$ cat src/rtl/native_mem_arbiter_if.sv
// picorv32-style native memory handshake between one requester and the arbiter.
// The requester drives valid/addr/wdata/wstrb; the arbiter answers with ready/rdata.
interface native_mem_arbiter_if;
    logic        valid;
    logic [31:0] addr;
    logic [31:0] wdata;
    logic [3:0]  wstrb;
    logic        ready;
    logic [31:0] rdata;

    modport master (output valid, addr, wdata, wstrb, input ready, rdata);
    modport slave  (input valid, addr, wdata, wstrb, output ready, rdata);
endinterface

$ cat src/rtl/native_mem_arbiter.sv
// Round-robin arbiter sharing one single-port BRAM and an LED register between two
// native-handshake masters, with a fixed 4-cycle IDLE/ISSUE/CAPTURE/RESP sequence.
module native_mem_arbiter #(
    parameter int          MEM_WORDS = 256,
    parameter logic [31:0] LED_ADDR  = 32'h0000_1000,
    parameter logic [31:0] ERR_RDATA = 32'h0000_0000
) (
    input  logic                        clk,
    input  logic                        reset,
    native_mem_arbiter_if.slave         m0,
    native_mem_arbiter_if.slave         m1,
    output logic                        mem_en,
    output logic [3:0]                  mem_we,
    output logic [7:0]                  mem_addr,
    output logic [31:0]                 mem_wdata,
    input  logic [31:0]                 mem_rdata,
    output logic [7:0]                  led,
    output logic                        bus_err
);

    typedef enum logic [1:0] {IDLE, ISSUE, CAPTURE, RESP} state_t;
    typedef enum logic [1:0] {SEL_RAM, SEL_LED, SEL_NONE} sel_t;

    state_t      state;
    state_t      state_next;
    sel_t        sel;
    sel_t        req_sel;
    logic        gnt;
    logic        last;
    logic        pick;
    logic        req_any;
    logic [29:0] req_word;
    logic [31:0] req_wdata;
    logic [3:0]  req_wstrb;
    logic [7:0]  led_wdata;
    logic [3:0]  wstrb_q;
    logic [31:0] cap_data;

    // Arbitration and address decode of the master that would win this IDLE cycle.
    always_comb begin
        state_next = state;
        req_any    = m0.valid || m1.valid;
        pick       = (m0.valid && m1.valid) ? ~last : m1.valid;
        req_word   = pick ? m1.addr[31:2] : m0.addr[31:2];
        req_wdata  = pick ? m1.wdata : m0.wdata;
        req_wstrb  = pick ? m1.wstrb : m0.wstrb;
        if (req_word[29:8] == 22'b0 && 32'(req_word[7:0]) < MEM_WORDS)
            req_sel = SEL_RAM;
        else if (req_word == LED_ADDR[31:2])
            req_sel = SEL_LED;
        else
            req_sel = SEL_NONE;
        case (sel)
            SEL_RAM: cap_data = mem_rdata;
            SEL_LED: cap_data = {24'b0, led};
            default: cap_data = ERR_RDATA;
        endcase
        case (state)
            IDLE:    if (req_any) state_next = ISSUE;
            ISSUE:   state_next = CAPTURE;
            CAPTURE: state_next = RESP;
            RESP:    state_next = IDLE;
            default: state_next = IDLE;
        endcase
    end

    always_ff @(posedge clk) begin
        if (reset)
            state <= IDLE;
        else
            state <= state_next;
    end

    always_ff @(posedge clk) begin
        if (reset) begin
            gnt       <= 1'b0;
            last      <= 1'b1;
            sel       <= SEL_NONE;
            led_wdata <= 8'h00;
            wstrb_q   <= 4'h0;
            mem_en    <= 1'b0;
            mem_we    <= 4'h0;
            mem_addr  <= 8'h00;
            mem_wdata <= 32'h0;
            led       <= 8'h00;
            bus_err   <= 1'b0;
            m0.ready  <= 1'b0;
            m1.ready  <= 1'b0;
            m0.rdata  <= 32'h0;
            m1.rdata  <= 32'h0;
        end else begin
            case (state)
                IDLE: begin
                    if (req_any) begin
                        gnt       <= pick;
                        sel       <= req_sel;
                        led_wdata <= req_wdata[7:0];
                        wstrb_q   <= req_wstrb;
                        if (req_sel == SEL_RAM) begin
                            mem_en    <= 1'b1;
                            mem_we    <= req_wstrb;
                            mem_addr  <= req_word[7:0];
                            mem_wdata <= req_wdata;
                        end
                    end
                end
                ISSUE: begin
                    mem_en <= 1'b0;
                    mem_we <= 4'h0;
                    if (sel == SEL_LED && wstrb_q[0])
                        led <= led_wdata;
                end
                CAPTURE: begin
                    // Writes leave the requester's rdata untouched.
                    if (wstrb_q == 4'h0) begin
                        if (gnt)
                            m1.rdata <= cap_data;
                        else
                            m0.rdata <= cap_data;
                    end
                    if (gnt)
                        m1.ready <= 1'b1;
                    else
                        m0.ready <= 1'b1;
                    bus_err <= (sel == SEL_NONE);
                    last    <= gnt;
                end
                RESP: begin
                    m0.ready <= 1'b0;
                    m1.ready <= 1'b0;
                    bus_err  <= 1'b0;
                end
                default: ;
            endcase
        end
    end

endmodule

$ cat src/flat_wrapper.sv
// flat-port wrapper written by rule: the top's interface ports become plain ports
module native_mem_arbiter_flat 
#(
    parameter int          MEM_WORDS = 256,
    parameter logic [31:0] LED_ADDR  = 32'h0000_1000,
    parameter logic [31:0] ERR_RDATA = 32'h0000_0000
)
  (clk, reset, mem_en, mem_we, mem_addr, mem_wdata, mem_rdata, led, bus_err, m0_valid, m0_addr, m0_wdata, m0_wstrb, m0_ready, m0_rdata, m1_valid, m1_addr, m1_wdata, m1_wstrb, m1_ready, m1_rdata);
  native_mem_arbiter_if m0_i ();
  native_mem_arbiter_if m1_i ();
  input  logic clk;
  input  logic reset;
  output logic mem_en;
  output logic [3:0] mem_we;
  output logic [7:0] mem_addr;
  output logic [31:0] mem_wdata;
  input  logic [31:0] mem_rdata;
  output logic [7:0] led;
  output logic bus_err;
  input wire logic [$bits(m0_i.valid)-1:0] m0_valid;
  input wire logic [$bits(m0_i.addr)-1:0] m0_addr;
  input wire logic [$bits(m0_i.wdata)-1:0] m0_wdata;
  input wire logic [$bits(m0_i.wstrb)-1:0] m0_wstrb;
  output wire logic [$bits(m0_i.ready)-1:0] m0_ready;
  output wire logic [$bits(m0_i.rdata)-1:0] m0_rdata;
  input wire logic [$bits(m1_i.valid)-1:0] m1_valid;
  input wire logic [$bits(m1_i.addr)-1:0] m1_addr;
  input wire logic [$bits(m1_i.wdata)-1:0] m1_wdata;
  input wire logic [$bits(m1_i.wstrb)-1:0] m1_wstrb;
  output wire logic [$bits(m1_i.ready)-1:0] m1_ready;
  output wire logic [$bits(m1_i.rdata)-1:0] m1_rdata;
  assign m0_i.valid = m0_valid;
  assign m0_i.addr = m0_addr;
  assign m0_i.wdata = m0_wdata;
  assign m0_i.wstrb = m0_wstrb;
  assign m0_ready = m0_i.ready;
  assign m0_rdata = m0_i.rdata;
  assign m1_i.valid = m1_valid;
  assign m1_i.addr = m1_addr;
  assign m1_i.wdata = m1_wdata;
  assign m1_i.wstrb = m1_wstrb;
  assign m1_ready = m1_i.ready;
  assign m1_rdata = m1_i.rdata;
  native_mem_arbiter #(.MEM_WORDS(MEM_WORDS), .LED_ADDR(LED_ADDR), .ERR_RDATA(ERR_RDATA)) u_core (.clk(clk), .reset(reset), .m0(m0_i), .m1(m1_i), .mem_en(mem_en), .mem_we(mem_we), .mem_addr(mem_addr), .mem_wdata(mem_wdata), .mem_rdata(mem_rdata), .led(led), .bus_err(bus_err));
endmodule
$ cat config.mk
export PLATFORM = sky130hd
export DESIGN_NAME = native_mem_arbiter_flat
export DESIGN_NICKNAME = d
export VERILOG_FILES = /design/src/rtl/native_mem_arbiter_if.sv /design/src/rtl/native_mem_arbiter.sv /design/src/flat_wrapper.sv
export SDC_FILE = /design/constraint.sdc
export NUM_CORES = 1
export LEC_CHECK = 0
export ABC_AREA = 1
export CORE_ASPECT_RATIO = 2
export CORE_MARGIN = 2
export CORE_UTILIZATION = 35
export DETAILED_ROUTE_END_ITERATION = 12
export PLACE_DENSITY = 0.71
export SLEW_MARGIN = 20
export SYNTH_ARGS = -nofsm -noshare
export SYNTH_HDL_FRONTEND = slang
export SYNTH_SLANG_ARGS = --single-unit
$ cat constraint.sdc
create_clock -name clk -period 2 [get_ports clk]
set_input_delay 0.5 -clock clk [delete_from_list [all_inputs] [get_ports clk]]
set_output_delay 0.5 -clock clk [all_outputs]
set_load 0.02 [all_outputs]
==> Word-level counts from Yosys, hierarchy flattened <==
Cells that the tools add are included.
{ "word_totals": {"register_bits": 138, "output_inout_bits": 120} }
{ "op_classes": {"eq_ne": 10, "muxes": 20, "bitwise_logic": 2, "n_reduce_logical": 18} }
{ "ops": {"columns": ["cell", "n"], "rows": [
  ["$pmux 32 s2", 1],
  ["$mux 32", 1],
  ["$eq 30x11->1 const B", 1],
  ["$mux 30", 1],
  ["$logic_not 22->1", 1],
  ["$mux 4", 3],
  ["$reduce_and 3->1", 4],
  ["$pmux 1 s2", 4],
  ["$pmux 2 s4", 1],
  ["$pmux 4 s2", 1],
  ["$reduce_and 2->1", 4],
  ["$eq 2x2->1 const B", 3],
  ["$logic_not 2->1", 3],
  ["$mux 2", 3],
  ["$ne 2x1->1 const B", 3],
  ["$mux 1", 5],
  ["$eq 2x1->1 const B", 2],
  ["$logic_not 4->1", 1],
  ["$reduce_bool 2->1", 2],
  ["$logic_and 1x1->1", 2],
  ["$ne 2x2->1 const B", 1],
  ["$not 1->1", 2],
  ["$logic_or 1x1->1", 1]
]} }

==> Longest topological paths before layout <==
{ "logic_depth": {"ltp_word": 10, "ltp_mapped": 12, "mapped_depth_nobuf": 11} }

==> Worst setup path after synthesis <==
No wires, ideal clock.
{ "synth_path": {"kind": "input-to-reg", "from": "in m1_valid", "to": "reg u_core.mem_addr[5]", "arrival_ns": 1.627, "path_slack_ns": 0.234, "cell_stages": 11, "n_path_buf": 3, "cell_sequence": "buf_2 -> nand2_2 -> buf_6 -> nand2_2 -> nand2_1 -> nand2_1 -> a21oi_2 -> nand3_2 -> buf_2 -> nor2_1 -> nor3b_2"} }
{ "synth_between": {"elab_chain_len": 8, "word_cells_on_any_way": 10, "cone_classes": "1 x eq/ne; 4 x mux; 5 x reduce/logical"} }
{ "synth_rtl": {"columns": ["element", "line", "source"], "rows": [
  ["start, declared", "flat_wrapper.sv:26", "input wire logic [$bits(m1_i.valid)-1:0] m1_valid;"],
  ["$logic_and 1x1->1", "native_mem_arbiter.sv:43", "pick = (m0.valid && m1.valid) ? ~last : m1.valid;"],
  ["$mux 1", "native_mem_arbiter.sv:43", null],
  ["$mux 30", "native_mem_arbiter.sv:44", "req_word = pick ? m1.addr[31:2] : m0.addr[31:2];"],
  ["$eq 30x11->1", "native_mem_arbiter.sv:49", "else if (req_word == LED_ADDR[31:2])"],
  ["$mux 2", "native_mem_arbiter.sv:49", null],
  ["$mux 2", "native_mem_arbiter.sv:47", "if (req_word[29:8] == 22'b0 && 32'(req_word[7:0]) < MEM_WORDS)"],
  ["$logic_not 2->1", "native_mem_arbiter.sv:99", "if (req_sel == SEL_RAM) begin"],
  ["$reduce_and 3->1 (no source line)", null, null],
  ["end signal, assigned", "native_mem_arbiter.sv:102", "mem_addr <= req_word[7:0];"],
  ["end, declared", "native_mem_arbiter.sv:14", "output logic [7:0] mem_addr,"]
]} }
Parallel ways exist; a longest one is shown, timed or not.
A chain may end at the register's enable or synchronous reset.

==> Worst setup path after layout <==
{ "layout_path": {"from": "reg u_core.led[5]", "to": "out led[5]"} }
{ "layout_lines": {"columns": ["element", "line", "source"], "rows": [
  ["start, declared", "native_mem_arbiter.sv:17", "output logic [7:0] led,"],
  ["start signal, assigned", "native_mem_arbiter.sv:111", "led <= led_wdata;"],
  ["end, declared", "flat_wrapper.sv:18", "output logic [7:0] led;"]
]} }
No word-level cell between the ends.

==> results_dict.tcl <==
set metrics [dict create \
    cp_top_family "buffers and inverters" \
    synth_commonest_cells "nor2_1, nand2_1, dfxtp_1" \
    fmaxAchievable_mhz 515 \
    post-route-min-period_ps 1940 \
    finalHoldViolations 0 \
    nets 1324 \
    post_drt_via_cell_ratio 4.73 \
    syn_nets 1012 \
    combPwrFrac_pct 26.6 \
    first_pass_iters 4 \
    cts_buffers 17 \
    crit_path_start_kind "flip-flop" \
    async_flop_share_pct 0 \
    synth-edff-count 0 \
    nFillCells 1544 \
    peakVddDrop_mv 0.544 \
    htree_levels 4 \
    power_uw 8750 \
    crit_path_top_delay_cell "clkdlybuf4s50_1" \
    portBuffers 287 \
    p_int_uw 6120 \
    syn_to_final_growth_pct 68.8 \
    worst_pin_slew_ps 464 \
    first_global_vias 6355 \
    drv_cap 0 \
    synth_area_sq_mm 0.00597 \
    whs_ps 466 \
    clockRootBuffer "clkbuf_16" \
    skew_ps 13.2 \
    fin_crit_sh_pct 97.2 \
    synth_cell_types 32 \
    critPathMaxFanout 3 \
    grt-ovfl-total 0 \
    hpwlAfterDp_mm 14.9 \
    p_seq_share_pct 36.8 \
    synth-seq-area-share_pct 46.3 \
    yosysWarnings 0 \
    cts_tree "built" \
    clockPowerShare_pct 36.6 \
    crit_path_end_kind "output pin" \
    drcViolationCount 0 \
    start_util_pct 35.6 \
    grt_max_degree 62 \
    routed-via-count 6465 \
    yosys.area.top_type "dfxtp_1" \
    powerDensity_mw_per_mm2 868 \
    gp_congestion 0.808 \
    crit_chain "clkdlybuf4s50_1" \
    holdCritPathClass "flip-flop to flip-flop" \
    drv_slew 0 \
    antenna_found_initial 0 \
    synth_cells 836 \
    antenna_cells 0 \
    slew_headroom_pct 69.1 \
    yosys_most_used_dff "dfxtp_1" \
    worst-path-buf-inv 1 \
    synth_area_leaders "dfxtp_1, nor2_1, nand2_1" \
    path_class "flip-flop to output pin" \
    grtUsageTotal_pct 21.8 \
    setup_viol 0 \
    die_h_um 189 \
    drt-initial-drc-count 237 \
    die_x_um 96.3 \
    drive_gt1_share_pct 11.0 \
    layoutNonFillerInstCount 1366 \
    clk_latency_ps 410 \
    routed_wl_mm 20.0 \
    outcome "finished clean" \
    dp.cells 1330 \
    switching_power_uw 2620 \
    cp.required_ps 1500 \
    dieArea_sq_mm 0.0182 \
    clk_pin_slew_ps 50 \
    ys_ff_latch 138 \
    p_leak_uw 0.00440 \
    ant_nets 0 \
    worstPathArrival_ps 1440 \
    cts_sinks 138 \
    cts_hold_buffers 0 \
    coreArea_sq_mm 0.0168 \
    num_rows 67 \
    synth_top_area_share_pct 46.3 \
    syn_avg_cell_area_sq_um 7.14 \
    synth_most_common_cell "nor2_1" \
    clock_path_buffers 2 \
    rsz0062_at_grt "no" \
    slowest_delay_ps 640 \
    num_io_pins 292 \
    grt_pass1_wl_mm 31.0 \
    final_core_util_pct 60.1 \
    swShare_pct 30.0 \
    post_drt_wl_per_cell_um 14.7 \
]
sequential cells by signal, indices dropped and copies added (netlist names), 4 cells and up:
signal and count:
u_core.mem_addr 8, u_core.led 8, u_core.mem_wdata 32, u_core.wstrb_q 4
u_core.m0.rdata 32, u_core.led_wdata 8, u_core.mem_we 4, u_core.m1.rdata 32
cells by family after synthesis:
logic type	synth area share, %
muxes	0.671
AOI/OAI and AO/OA	15.4
and+or+nand+nor	30.3
DFF	46.3
adders and majority gates	0.839
buffers and inverters	6.46
area by class of cell:
cell class	instances	area, sq um	share of cell area [%]
Clock inverter	11	146	1.45
Inverter	43	161	1.60
Clock buffer	19	453	4.50
Tap cell	207	259	2.57
Sequential cell	138	2760	27.4
Timing Repair Buffer	342	3400	33.8
Multi-Input combinational cell	606	2890	28.6
timing repair:
action,4_1_cts,5_1_grt
resized for setup,0,24
buffers inserted,0,3
endpoints found under the setup margin,0,47
metrics by stage:
stage               worst slack (ps)  setup TNS (ps)  area [sq um]
floorplan                        234               0          5970
detailed placement              -397          -16580          9320
finish                          56.9               0         10100
global placement                -343          -14170          9320
CTS                             20.6               0          9920
global route                   0.943               0         10100
per-layer routing:
layer	global-route usage [%]	part of all wire, %
met1	22.4	37
met3	3.32	4.1
met2	41.5	56
met4	9.70	3.4
met5	0	0
power by group through the flow:
stage          sequential [uW]  clock [uW]  combinational [uW]
6_report                  3220        3200                2320
5_1_grt                   3250        3400                2560
4_1_cts                   3220        3270                2320
3_5_place_dp              3280           0                2300
3_3_place_gp              3260           0                2280
2_1_floorplan             3440           0                 984
final timing paths:
path,startpoint,to,slack [ps],cells after the start
max,u_core.led[5],led[5],60,1
min,u_core.m0.rdata[22],u_core.m0.rdata[22],470,2
max reg2reg,u_core.last,u_core.mem_wdata[11],150,12
min reg2reg,u_core.m0.rdata[22],u_core.m0.rdata[22],470,2
layout by cell type, fill, tap and decap left out, types with 3 or more instances in the layout:
cell type	synthesis	routed
nor2_4	1	6
bufinv_16	0	3
nand2_1	184	181
nand3_1	17	17
a22o_1	8	8
buf_12	0	5
dlymetal6s2s_1	0	9
nor3b_2	15	15
ha_1	4	4
clkdlybuf4s50_1	0	277
nand2_2	4	5
clkinv_1	3	3
nor2_1	192	185
a31oi_1	8	8
a21oi_1	48	48
inv_2	1	3
mux2i_1	4	4
nor2_2	2	4
clkinvlp_4	0	5
a211oi_1	3	3
buf_4	0	47
o21ai_1	20	20
dfxtp_1	138	138
clkbuf_16	0	19
o21ai_0	84	84
inv_1	39	37
Power figures use the tool's default switching activity.
